--- src/rtl/traffic_phase_scheduler_pkg.sv ---
// Shared encodings for the actuated traffic phase scheduler: states, lamp patterns,
// approach directions and the green-state lookup used by the FSM.
package traffic_pkg;

    typedef enum logic [2:0] {
        S_NS_G = 3'd0,
        S_NS_Y = 3'd1,
        S_EW_G = 3'd2,
        S_EW_Y = 3'd3,
        S_RED  = 3'd4,
        S_PED  = 3'd5
    } state_t;

    localparam logic [2:0] LT_RED = 3'b100;
    localparam logic [2:0] LT_YEL = 3'b010;
    localparam logic [2:0] LT_GRN = 3'b001;

    localparam logic DIR_NS = 1'b0;
    localparam logic DIR_EW = 1'b1;

    function automatic state_t green_of(input logic dir);
        return (dir == DIR_EW) ? S_EW_G : S_NS_G;
    endfunction

endpackage

--- src/rtl/traffic_phase_scheduler_if.sv ---
// Request/lamp bundle between the intersection controller and its environment.
// Emergency preemption signals exist only with TRAFFIC_EMERGENCY_PREEMPT_EN.
interface traffic_phase_scheduler_if;
    logic       ns_req;
    logic       ew_req;
    logic       ped_req;
`ifdef TRAFFIC_EMERGENCY_PREEMPT_EN
    logic       emg_req;
    logic       emg_dir;
`endif
    logic [2:0] ns_light;
    logic [2:0] ew_light;
    logic       walk;
    logic [2:0] phase;

    modport master (
        output ns_req, ew_req, ped_req,
`ifdef TRAFFIC_EMERGENCY_PREEMPT_EN
        output emg_req, emg_dir,
`endif
        input  ns_light, ew_light, walk, phase
    );

    modport slave (
        input  ns_req, ew_req, ped_req,
`ifdef TRAFFIC_EMERGENCY_PREEMPT_EN
        input  emg_req, emg_dir,
`endif
        output ns_light, ew_light, walk, phase
    );
endinterface

--- src/rtl/traffic_phase_scheduler_phase_timer.sv ---
// Phase timer: clears on request, otherwise counts up; holds at sat_val while sat_en.
module phase_timer #(
    parameter int TW = 8
) (
    input  logic          clk,
    input  logic          reset,
    input  logic          clr,
    input  logic          sat_en,
    input  logic [TW-1:0] sat_val,
    output logic [TW-1:0] count
);
    always_ff @(posedge clk) begin
        if (!reset) begin
            count <= '0;
        end else if (clr) begin
            count <= '0;
        end else if (sat_en && count >= sat_val) begin
            count <= sat_val;
        end else begin
            count <= count + 1'b1;
        end
    end
endmodule

--- src/rtl/traffic_phase_scheduler.sv ---
// Actuated two-road phase scheduler with latched pedestrian walk phase.
// Optional emergency preemption: define TRAFFIC_EMERGENCY_PREEMPT_EN.
module traffic_phase_scheduler
    import traffic_pkg::*;
#(
    parameter int MIN_GREEN = 8,
    parameter int MAX_GREEN = 20,
    parameter int YELLOW_T  = 3,
    parameter int ALL_RED_T = 2,
    parameter int WALK_T    = 6,
    parameter int TW        = 8
) (
    input  logic                      clk,
    input  logic                      reset,
    traffic_phase_scheduler_if.slave  bus
);
    localparam logic [TW-1:0] MIN_END  = TW'(MIN_GREEN - 1);
    localparam logic [TW-1:0] MAX_END  = TW'(MAX_GREEN - 1);
    localparam logic [TW-1:0] YEL_END  = TW'(YELLOW_T - 1);
    localparam logic [TW-1:0] RED_END  = TW'(ALL_RED_T - 1);
    localparam logic [TW-1:0] WALK_END = TW'(WALK_T - 1);

    state_t        state, state_next;
    logic [TW-1:0] timer;
    logic          ped_pend, last_dir, from_ped;
    logic          green, own_dir, own_req, demand, green_exit;
    logic          emg_on, emg_to;
    logic [2:0]    ns_l, ew_l;
    logic          walk_l;

`ifdef TRAFFIC_EMERGENCY_PREEMPT_EN
    assign emg_on = bus.emg_req;
    assign emg_to = bus.emg_dir;
`else
    assign emg_on = 1'b0;
    assign emg_to = DIR_NS;
`endif

    assign green = (state == S_NS_G) || (state == S_EW_G);

    phase_timer #(.TW(TW)) u_timer (
        .clk     (clk),
        .reset   (reset),
        .clr     (state_next != state),
        .sat_en  (green),
        .sat_val (MAX_END),
        .count   (timer)
    );

    always_ff @(posedge clk) begin
        if (!reset) state <= S_NS_G;
        else        state <= state_next;
    end

    always_comb begin
        state_next = state;
        own_dir    = (state == S_EW_G) ? DIR_EW : DIR_NS;
        own_req    = own_dir ? bus.ew_req : bus.ns_req;
        demand     = (own_dir ? bus.ns_req : bus.ew_req) || ped_pend;
        green_exit = 1'b0;
        // Preemption overrides actuation entirely: wrong-way greens leave at once,
        // the preempted direction holds regardless of max-out.
        if (emg_on) green_exit = (emg_to != own_dir);
        else        green_exit = ((timer >= MIN_END) && demand && !own_req) ||
                                 ((timer == MAX_END) && demand);
        unique case (state)
            S_NS_G, S_EW_G: if (green_exit) state_next = own_dir ? S_EW_Y : S_NS_Y;
            S_NS_Y, S_EW_Y: if (timer == YEL_END) state_next = S_RED;
            S_RED: begin
                if (timer == RED_END) begin
                    if (emg_on)                     state_next = green_of(emg_to);
                    else if (ped_pend && !from_ped) state_next = S_PED;
                    else                            state_next = green_of(~last_dir);
                end
            end
            S_PED:   if (timer == WALK_END) state_next = S_RED;
            default: state_next = S_NS_G;
        endcase
    end

    always_ff @(posedge clk) begin
        if (!reset) begin
            ped_pend <= 1'b0;
            last_dir <= DIR_NS;
            from_ped <= 1'b0;
        end else begin
            if (state_next == S_PED && state != S_PED) ped_pend <= 1'b0;
            else if (bus.ped_req)                      ped_pend <= 1'b1;
            if (state_next != state) begin
                from_ped <= (state == S_PED);
                if (state == S_NS_Y) last_dir <= DIR_NS;
                if (state == S_EW_Y) last_dir <= DIR_EW;
            end
        end
    end

    always_comb begin
        ns_l   = LT_RED;
        ew_l   = LT_RED;
        walk_l = 1'b0;
        unique case (state)
            S_NS_G:  ns_l = LT_GRN;
            S_NS_Y:  ns_l = LT_YEL;
            S_EW_G:  ew_l = LT_GRN;
            S_EW_Y:  ew_l = LT_YEL;
            S_PED:   walk_l = 1'b1;
            default: ;
        endcase
    end

    assign bus.ns_light = ns_l;
    assign bus.ew_light = ew_l;
    assign bus.walk     = walk_l;
    assign bus.phase    = state;
endmodule

--- src/flat_wrapper.sv ---
// flat-port wrapper written by rule: the top's interface ports become plain ports
module traffic_phase_scheduler_flat import traffic_pkg::*;
#(
    parameter int MIN_GREEN = 8,
    parameter int MAX_GREEN = 20,
    parameter int YELLOW_T  = 3,
    parameter int ALL_RED_T = 2,
    parameter int WALK_T    = 6,
    parameter int TW        = 8
)
  (clk, reset, bus_ns_req, bus_ew_req, bus_ped_req, bus_ns_light, bus_ew_light, bus_walk, bus_phase);
  traffic_phase_scheduler_if bus_i ();
  input  logic clk;
  input  logic reset;
  input wire logic [$bits(bus_i.ns_req)-1:0] bus_ns_req;
  input wire logic [$bits(bus_i.ew_req)-1:0] bus_ew_req;
  input wire logic [$bits(bus_i.ped_req)-1:0] bus_ped_req;
  output wire logic [$bits(bus_i.ns_light)-1:0] bus_ns_light;
  output wire logic [$bits(bus_i.ew_light)-1:0] bus_ew_light;
  output wire logic [$bits(bus_i.walk)-1:0] bus_walk;
  output wire logic [$bits(bus_i.phase)-1:0] bus_phase;
  assign bus_i.ns_req = bus_ns_req;
  assign bus_i.ew_req = bus_ew_req;
  assign bus_i.ped_req = bus_ped_req;
  assign bus_ns_light = bus_i.ns_light;
  assign bus_ew_light = bus_i.ew_light;
  assign bus_walk = bus_i.walk;
  assign bus_phase = bus_i.phase;
  traffic_phase_scheduler #(.MIN_GREEN(MIN_GREEN), .MAX_GREEN(MAX_GREEN), .YELLOW_T(YELLOW_T), .ALL_RED_T(ALL_RED_T), .WALK_T(WALK_T), .TW(TW)) u_core (.clk(clk), .reset(reset), .bus(bus_i));
endmodule
--- config.mk ---
export PLATFORM = sky130hd
export DESIGN_NAME = traffic_phase_scheduler_flat
export DESIGN_NICKNAME = d
export VERILOG_FILES = /design/src/rtl/traffic_phase_scheduler_pkg.sv /design/src/rtl/traffic_phase_scheduler_if.sv /design/src/rtl/traffic_phase_scheduler_phase_timer.sv /design/src/rtl/traffic_phase_scheduler.sv /design/src/flat_wrapper.sv
export SDC_FILE = /design/constraint.sdc
export NUM_CORES = 1
export LEC_CHECK = 0
export ABC_AREA = 0
export BUFFER_PORTS_ARGS = -buffer_cell sky130_fd_sc_hd__buf_2
export CAP_MARGIN = 20
export CORE_MARGIN = 1.5
export CORE_UTILIZATION = 40
export DETAILED_ROUTE_END_ITERATION = 8
export GPL_TIMING_DRIVEN = 0
export PLACE_DENSITY = 0.7
export SLEW_MARGIN = 40
export SYNTH_ARGS = -nofsm -noshare
export SYNTH_HDL_FRONTEND = slang
export SYNTH_HIERARCHICAL = 1
export SYNTH_SLANG_ARGS = --single-unit
export TNS_END_PERCENT = 50
--- constraint.sdc ---
create_clock -name clk -period 5.2 [get_ports clk]
set_input_delay 0.78 -clock clk [delete_from_list [all_inputs] [get_ports clk]]
set_output_delay 0.78 -clock clk [all_outputs]
set_load 0.02 [all_outputs]
After elaboration in Yosys (flattened, before gate mapping)
Cells that the tools add are included.
{ "totals": {"out_inout_bits": 10, "ramBits": 0, "reg_bits": 14, "mem_bits_ro": 0, "n_memories": 0, "inputBits": 5, "wordCells": 58, "latch_bits": 0} }
{ "classes": {"bitwise_logic": 1, "n_mux": 17, "multipliers": 0, "n_lt_le_gt_ge": 2, "reduce_logical": 19, "n_addsub": 1, "div": 0, "n_eq_ne": 12, "n_shift": 0} }
{ "ops": {"columns": ["operator", "n"], "rows": [
  ["3-bit two-way mux", 5],
  ["3-bit case mux with 2 select lines", 2],
  ["3-bit case mux with 4 select lines", 1],
  ["3-bit == test, second input constant", 3],
  ["8-bit by 1-bit adder with 8-bit output, second input constant", 1],
  ["8-bit by 1-bit == test with 1-bit output, second input constant", 1],
  ["8-bit by 2-bit == test with 1-bit output, second input constant", 1],
  ["8-bit by 3-bit == test with 1-bit output, second input constant", 1],
  ["8-bit by 5-bit == test with 1-bit output, second input constant", 1],
  ["8-bit by 3-bit greater-or-equal comparator with 1-bit output, second input constant", 1],
  ["8-bit by 5-bit greater-or-equal comparator with 1-bit output, second input constant", 1],
  ["2-bit OR reduction", 4],
  ["3-bit by 2-bit == test with 1-bit output, second input constant", 2],
  ["1-bit logical AND", 6],
  ["1-bit two-way mux", 6],
  ["5-bit two-way mux", 1],
  ["2-bit two-way mux", 2],
  ["3-bit by 1-bit == test with 1-bit output, second input constant", 1],
  ["3-bit logical NOT", 1],
  ["1-bit logical OR", 3],
  ["3-bit inequality test", 1],
  ["3-bit inequality test, second input constant", 1],
  ["3-bit OR reduction", 1],
  ["1-bit logical NOT", 2],
  ["3 further kinds", 3]
]} }

Longest topological paths before layout
Gate-level depths: netlist (run 1).
{ "logic_depth": {"word_depth": 12, "mapped_depth": 10, "mapped_depth_nobuf": 8} }

By module
Netlist (run 1), hierarchy kept.
{ "modules_own_cells": {"columns": ["module", "n_inst", "area_each_um2", "cells_each"], "rows": [
  ["phase_timer", 1, 654.4, 77],
  ["traffic_phase_scheduler", 1, 556.8, 71]
]} }

Worst setup path after synthesis (run 1)
No wires, ideal clock.
{ "synth_path": {"path_type": "input to register", "startpoint": "in bus_ns_req", "endpoint": "reg u_core.u_timer.count[4]", "n_path_buf": 1, "path_stages": 9, "t_required_ps": 5128, "t_arrival_ps": 2322, "setup_time_ps": 72, "slack_ps": 2807, "cell_sequence": "mux2_2 o2111ai_1 o21ai_1 o31ai_1 nand2_1 nor2b_1 clkbuf_1 nand2_1 mux2i_1"} }
{ "synth_between": {"elab_chain_len": 9, "word_cells_on_any_way": 12, "classes_between": "1 x eq/ne; 4 x mux; 7 x reduce/logical"} }
{ "synth_rtl": {"columns": ["element", "line_no", "source"], "rows": [
  ["from (decl)", "flat_wrapper.sv:15", "input wire logic [$bits(bus_i.ns_req)-1:0] bus_ns_req;"],
  ["1-bit two-way mux", "traffic_phase_scheduler.sv:59", "demand = (own_dir ? bus.ns_req : bus.ew_req) || ped_pend;"],
  ["1-bit logical OR", "traffic_phase_scheduler.sv:59", null],
  ["1-bit logical AND (2 in a row)", "traffic_phase_scheduler.sv:64", "else green_exit = ((timer >= MIN_END) && demand && !own_req) ||"],
  ["1-bit logical OR *", "traffic_phase_scheduler.sv:64", null],
  ["3-bit two-way mux *", "traffic_phase_scheduler.sv:67", "S_NS_G, S_EW_G: if (green_exit) state_next = own_dir ? S_EW_Y : S_NS_Y;"],
  ["3-bit case mux with 4 select lines *", "traffic_phase_scheduler.sv:66", "unique case (state)"],
  ["3-bit inequality test *", "traffic_phase_scheduler.sv:44", ".clr (state_next != state),"],
  ["2-bit OR reduction (no source line) *", null, null],
  ["to (signal assigned)", "traffic_phase_scheduler_phase_timer.sv:18", "count <= sat_val;"],
  ["to (signal assigned)", "traffic_phase_scheduler_phase_timer.sv:20", "count <= count + 1'b1;"],
  ["to (decl)", "traffic_phase_scheduler_phase_timer.sv:10", "output logic [TW-1:0] count"]
]} }
Every way passes the cells marked *; elsewhere a longest branch is shown, timed or not.
A chain may end at the register's enable or synchronous reset.

Worst setup path in the final report (run 1)
{ "layout_path": {"startpoint": "reg u_core.u_timer.count[3]", "endpoint": "reg u_core.u_timer.count[1]"} }
{ "layout_between": {"elab_chain_len": 8, "word_cells_on_any_way": 19, "classes_between": "2 x order compare; 5 x eq/ne; 6 x mux; 6 x reduce/logical"} }
{ "layout_rtl": {"columns": ["element", "line_no"], "rows": [
  ["8-bit by 3-bit greater-or-equal comparator with 1-bit output", "traffic_phase_scheduler.sv:64"],
  ["1-bit logical AND (2 in a row)", "traffic_phase_scheduler.sv:64"],
  ["1-bit logical OR", "traffic_phase_scheduler.sv:64"],
  ["3-bit two-way mux", "traffic_phase_scheduler.sv:67"],
  ["3-bit case mux with 4 select lines", "traffic_phase_scheduler.sv:66"],
  ["3-bit inequality test", "traffic_phase_scheduler.sv:44"],
  ["2-bit OR reduction (no source line)", null]
]} }
Several ways; a longest one is shown, not always the timed one.

==> results of run 1 <==
## worst paths after layout
path	cells past startpoint	from	slack (ps)	end
worst max-delay path	9	u_core/u_timer/count[3]	2510	u_core/u_timer/count[1]
worst max register to register	9	u_core/u_timer/count[3]	2510	u_core/u_timer/count[1]
worst min register to register	2	u_core/last_dir	540	u_core/last_dir
worst min-delay path	2	u_core/last_dir	540	u_core/last_dir
## flip-flops by register name, summed over array words and instances (netlist names)
register	flops
u_core/from_ped	1
u_core/last_dir	1
u_core/bus.phase	3
u_core/ped_pend	1
u_core/u_timer/count	8
## stage by stage
step / instance area, µm² / instances / setup WS, ps
after floorplan: 1264 / 162 / 2807
after detailed placement: 1373 / 207 / 2386
final: 1409 / 211 / 2511
after global placement: 1373 / 207 / 2384
after global routing: 1409 / 211 / 2209
after CTS: 1409 / 211 / 2488
## report_power, final
part           internal (mW)  switching [mW]
clock network         0.0426          0.0384
logic                 0.0376          0.0431
registers              0.114          0.0158
## per-layer routing
layer  vias to the layer above  track usage  routed length [µm]
li1                        587            -                   -
met1                       527       0.2320                1251
met2                        29       0.2776                1206
met3                         2      0.02009                 106
met4                         0      0.05980                  19
met5                         -            0                   0
## placed cells by master (no fill, tap or decap), types with 2 or more instances in the layout
| cell | n |
|---|---|
| clkbuf_1 | 2 |
| clkbuf_4 | 3 |
| nand2_1 | 19 |
| nor2_1 | 9 |
| xnor2_1 | 2 |
| nor2b_1 | 4 |
| a21o_1 | 2 |
| and2b_2 | 2 |
| o21ai_0 | 6 |
| nand2b_1 | 5 |
| buf_2 | 14 |
| and3_1 | 3 |
| nand3_1 | 4 |
| ha_1 | 9 |
| mux2i_1 | 10 |
| o21a_1 | 3 |
| inv_1 | 9 |
| conb_1 | 16 |
| nor4_2 | 2 |
| nor3_1 | 4 |
| a31oi_1 | 2 |
| clkbuf_8 | 2 |
| a21oi_1 | 5 |
| dfxtp_1 | 14 |
## logic make-up (layout without fill, tap and decap cells)
logic type,after synthesis,count (layout)
compound gates,31,31
flops,14,14
xor+xnor,3,3
mux,11,11
buf+inv,14,32
other cells,2,16
fa+ha+maj,9,9
simple gates,64,64
## synth_stat cells, drive strengths merged, types with 2 or more instances
cell type / n / area share
o21ai: 8 / 0.036
nand2b: 6 / 0.037
nor4: 3 / 0.026
ha: 9 / 0.093
nand2: 19 / 0.059
a31oi: 2 / 0.010
and3: 3 / 0.015
clkbuf: 3 / 0.018
dfxtp: 14 / 0.23
conb: 2 / 0.0062
nor2: 9 / 0.028
a21o: 2 / 0.012
nor3: 4 / 0.017
nor4b: 2 / 0.020
nor2b: 4 / 0.021
xnor2: 2 / 0.014
a21oi: 5 / 0.021
buf: 2 / 0.015
and2b: 2 / 0.014
o21a: 3 / 0.019
nand3: 4 / 0.017
mux2i: 10 / 0.083
inv: 9 / 0.028
## final cells by class
| class | count | area [µm²] |
|---|---|---|
| Buffer | 5 | 40.04 |
| Inverter | 9 | 33.78 |
| Tap cell | 31 | 38.79 |
| Clock buffer | 4 | 36.28 |
| Multi-Input combinational cell | 134 | 909.6 |
| Fill cell | 285 | 1396 |
| Sequential cell | 14 | 280.3 |
| Timing Repair Buffer | 14 | 70.07 |
## worst min-delay path, cell delays in order (launching register included)
cell and delay, ps:
dfxtp_1 330, mux2i_1 120, nor2b_1 60
==> flow_summary.toml, run 1 <==
[place]
hpwl_um = 2005
gp_congestion = 0.9101
port_buffers = 14

[drt]
drc_errors = 0
via_per_inst = 5.427
num_vias = 1145
drt_pass1_iterations = 6
totalWireLength_um = 2583
drt_iter0_markers = 67
wire_per_inst_um = 12.24
drtAntennaViolNets = 0

[setup_path]
critPathKind = "flip-flop to flip-flop"
crit_fanout = 10
cp-start-kind = "flip-flop"
cp.arrival_ps = 2900
worst_path_largest_cell_delay_ps = 590
critPathTopFamily = "simple AND/OR/NAND/NOR gates"
path_common_cell = "nand2_1"
crit_required_ps = 5410
path_cells = "or4_4 > a311oi_1 > o21ai_1 > o31ai_1 > nand2_1 > nor2b_1 > clkbuf_1 > nand2_1 > mux2i_1"
slowest_stage = "or4_4"
critPathBufInv = 1
critPathCaptureType = "flip-flop"

[yosys]
syn_area_per_cell_um2 = 8.184
yosys_warnings = 6
async_flop_share = 0
synth_area_mm2 = 0.001211
yosys_most_used_dff = "dfxtp_1"
ys_types = 51
synth-compound-area-share = 0.1849
ys_ff_latch = 14
synth_top_family_by_area = "simple AND/OR/NAND/NOR gates"
syn-instance-count = 148
synth_xor_area_frac = 0.02169
synthMuxAreaShare = 0.09194
synth_edf_count = 0
seq_area_frac_synth = 0.2314
synth-simple-area-share = 0.3099
synth_adder_area_share = 0.09298

[cells_and_area]
num-nets-final = 195
antenna_cells = 0
post-route-util = 0.5022
syn_to_final_growth_pct = 16.32
drive_gt1_frac = 0.1889

[clock_tree]
root_buffer = "clkbuf_4"
cts_tree = "yes"
cts_setup_buffers = 0
cts_resized = 0
postCtsHoldBufs = 0
cts.sinks = 14
numCtsBuffers = 3
insertion_delay_ps = 280
ctsLongestPathBuffers = 2
clk_pin_slew_ps = 90
htree_levels = 1

[global_routing]
grt_max_degree = 12
grt_antenna_before_repair = 0
grt_pass1_vias = 1015
track_usage = 0.1701
grt_first_pass_wirelength_um = 4478
overflow = 0

[timing]
slew_violations = 0
setup_viol = 0
skew_ps = 4.566
final.min_clock_period_ps = 2689
tightest_slew_ps = 558.0
rsz0062_at_grt = "false"
hold_viol_final = 0
period_share = 0.5171
slew_headroom = 0.6249
finalSetupTns_ps = 0
max_freq_mhz = 371.9
fin_hold_ws_ps = 540.3

[floorplan]
core_area_mm2 = 0.002805
die_w_um = 58.03
die_area_mm2 = 0.003367
die_h_um = 58.03
core.rowCount = 19
initial_core_util = 0.4318
ioPinCount = 15

[power]
p_leak_nw = 0.6630
ir_drop_mv = 0.1047
finalPower_mw = 0.2913
power.density_mw_per_mm2 = 206.7

[hold_path]
min_path_type = "flip-flop to flip-flop"

[status]
status = "completed"

[run]
cap_violations = 0
(Power assumes the default switching activity.)
==> run 2, diff against run 1 <==
- clock period: 5.2 -> 2.71 ns (I/O delays scaled with it)
==> run 2 against run 1 <==
Compared with the run above:
- critical path depth unchanged
- global-route usage unchanged
- sequential share of layout area decreased by 0.12 points
- core utilization increased by 0.31 points
- sequential power increased by 92%
- clock skew about the same
- flip-flop and latch count unchanged
- final cell count unchanged
- final area increased by 0.62%
- worst hold slack got worse by 160 ps
- worst setup slack got worse by 2300 ps
- combinational power increased by 97%
==> flow_summary.toml, run 2 (synthesis results as in run 1) <==
[timing]
tightest_slew_ps = 541.9
slew_headroom = 0.6357
finalSetupTns_ps = 0
rsz0062_at_grt = "false"
max_freq_mhz = 403.2
setup_viol = 0
skew_ps = 4.242
hold_viol_final = 0
slew_violations = 0
period_share = 0.9152
final.min_clock_period_ps = 2480

[clock_tree]
clk_pin_slew_ps = 90
insertion_delay_ps = 280
cts_setup_buffers = 0
htree_levels = 1
cts.sinks = 14
numCtsBuffers = 3
cts_tree = "yes"
ctsLongestPathBuffers = 2
root_buffer = "clkbuf_4"

[setup_path]
cp.arrival_ps = 2690
worst_path_largest_cell_delay_ps = 590
path_common_cell = "nand2_1"
critPathBufInv = 1
critPathTopFamily = "simple AND/OR/NAND/NOR gates"
critPathKind = "flip-flop to flip-flop"
crit_fanout = 10
cp-start-kind = "flip-flop"
slowest_stage = "or4_4"
cp.depth = 9
crit_required_ps = 2920
critPathCaptureType = "flip-flop"
path_cells = "or4_4 > a311oi_1 > o21ai_1 > o31ai_1 > nand2_1 > nor2b_4 > buf_2 > nand2_1 > mux2i_1"
reg2reg_depth = 9

[power]
finalPower_mw = 0.5635
switchingPower_mw = 0.1896
pwr-share-seq = 0.442
clockPowerShare = 0.276
switching_share = 0.3364
p_int_mw = 0.3739
p_comb_frac = 0.282
power.density_mw_per_mm2 = 397.5
ir_drop_mv = 0.2010
p_leak_nw = 0.6715

[global_routing]
grt_first_pass_wirelength_um = 4478
overflow = 0
track_usage = 0.1701
grt_max_degree = 12
grt_pass1_vias = 1015
grt_antenna_before_repair = 0

[floorplan]
die_area_mm2 = 0.003367
die_h_um = 58.03
initial_core_util = 0.4318
die_w_um = 58.03
core_area_mm2 = 0.002805
core.rowCount = 19
ioPinCount = 15

[drt]
drt_iter0_markers = 54
totalWireLength_um = 2636
wire_per_inst_um = 12.49
drtAntennaViolNets = 0
num_vias = 1135
drt_pass1_iterations = 6
drc_errors = 0
via_per_inst = 5.379

[hold_path]
whs_path_depth = 3
min_path_type = "input pin to flip-flop"

[cells_and_area]
num-nets-final = 195
final_cell_mix = "19 x nand2_1, 16 x conb_1, 15 x buf_2"
regMostFlops = "u_core/u_timer/count"
antenna_cells = 0
syn_to_final_growth_pct = 17.05
drive_gt1_frac = 0.2000
largest_reg_flops = 8
mostFrequentLayoutCell = "nand2_1"

[place]
hpwl_um = 2005
gp_congestion = 0.9101
port_buffers = 14

[status]
status = "completed"

[run]
cap_violations = 0
[run 2: final timing paths]
kind	from	end	slack [ps]
setup reg to reg	u_core/u_timer/count[3]	u_core/u_timer/count[1]	230
setup / recovery	u_core/u_timer/count[3]	u_core/u_timer/count[1]	230
hold reg to reg	u_core/last_dir	u_core/last_dir	540
hold / removal	bus_ped_req	u_core/ped_pend	380
[run 2: area by class of cell]
type	count	area, µm²
flip-flops and latches	14	280.3
clock buffers	4	36.28
well taps	31	38.79
fillers	286	1388
inverters	9	33.78
plain buffers	5	41.29
multi-input cells	134	917.1
repair buffers	14	70.07
[run 2: metrics by stage]
stage	hold slack, ps	setup WS, ps	cells	util	cell area (µm²)
2_1_floorplan	483.4	391.4	162	-	1264
6_report	378.6	229.9	211	0.5054	1418
4_1_cts	368.6	106.6	211	0.5027	1410
3_5_place_dp	521.2	15.33	207	0.4893	1373
5_1_grt	414.8	49.73	211	0.5054	1418
3_3_place_gp	512.5	10.95	207	0.4893	1373
[run 2: repair_timing]
action | CTS | global route
setup endpoints to repair | 1 | 5
resized for setup | 1 | 3
hold buffers | 0 | 0
[run 2: power by group through the flow]
stage	clock [mW]	combinational [mW]	sequential, mW
after detailed placement	0	0.153	0.253
final	0.155	0.159	0.249
after floorplan	0	0.122	0.244
after CTS	0.159	0.154	0.248
after global placement	0	0.146	0.251
after global routing	0.166	0.179	0.252
[run 2: layer usage]
metal / up-vias / wire length, µm / global-route usage
li1: 581 / - / -
met1: 529 / 1283 / 0.2320
met2: 23 / 1225 / 0.2776
met3: 2 / 107 / 0.02009
met4: 0 / 19 / 0.05980
met5: - / 0 / 0
[run 2: worst min-delay path, delay by kind of cell]
kind,cells,cell delay (ps)
AO/OA/AOI/OAI,1,60
buffers and inverters,1,70
AND/OR/NAND/NOR,1,90
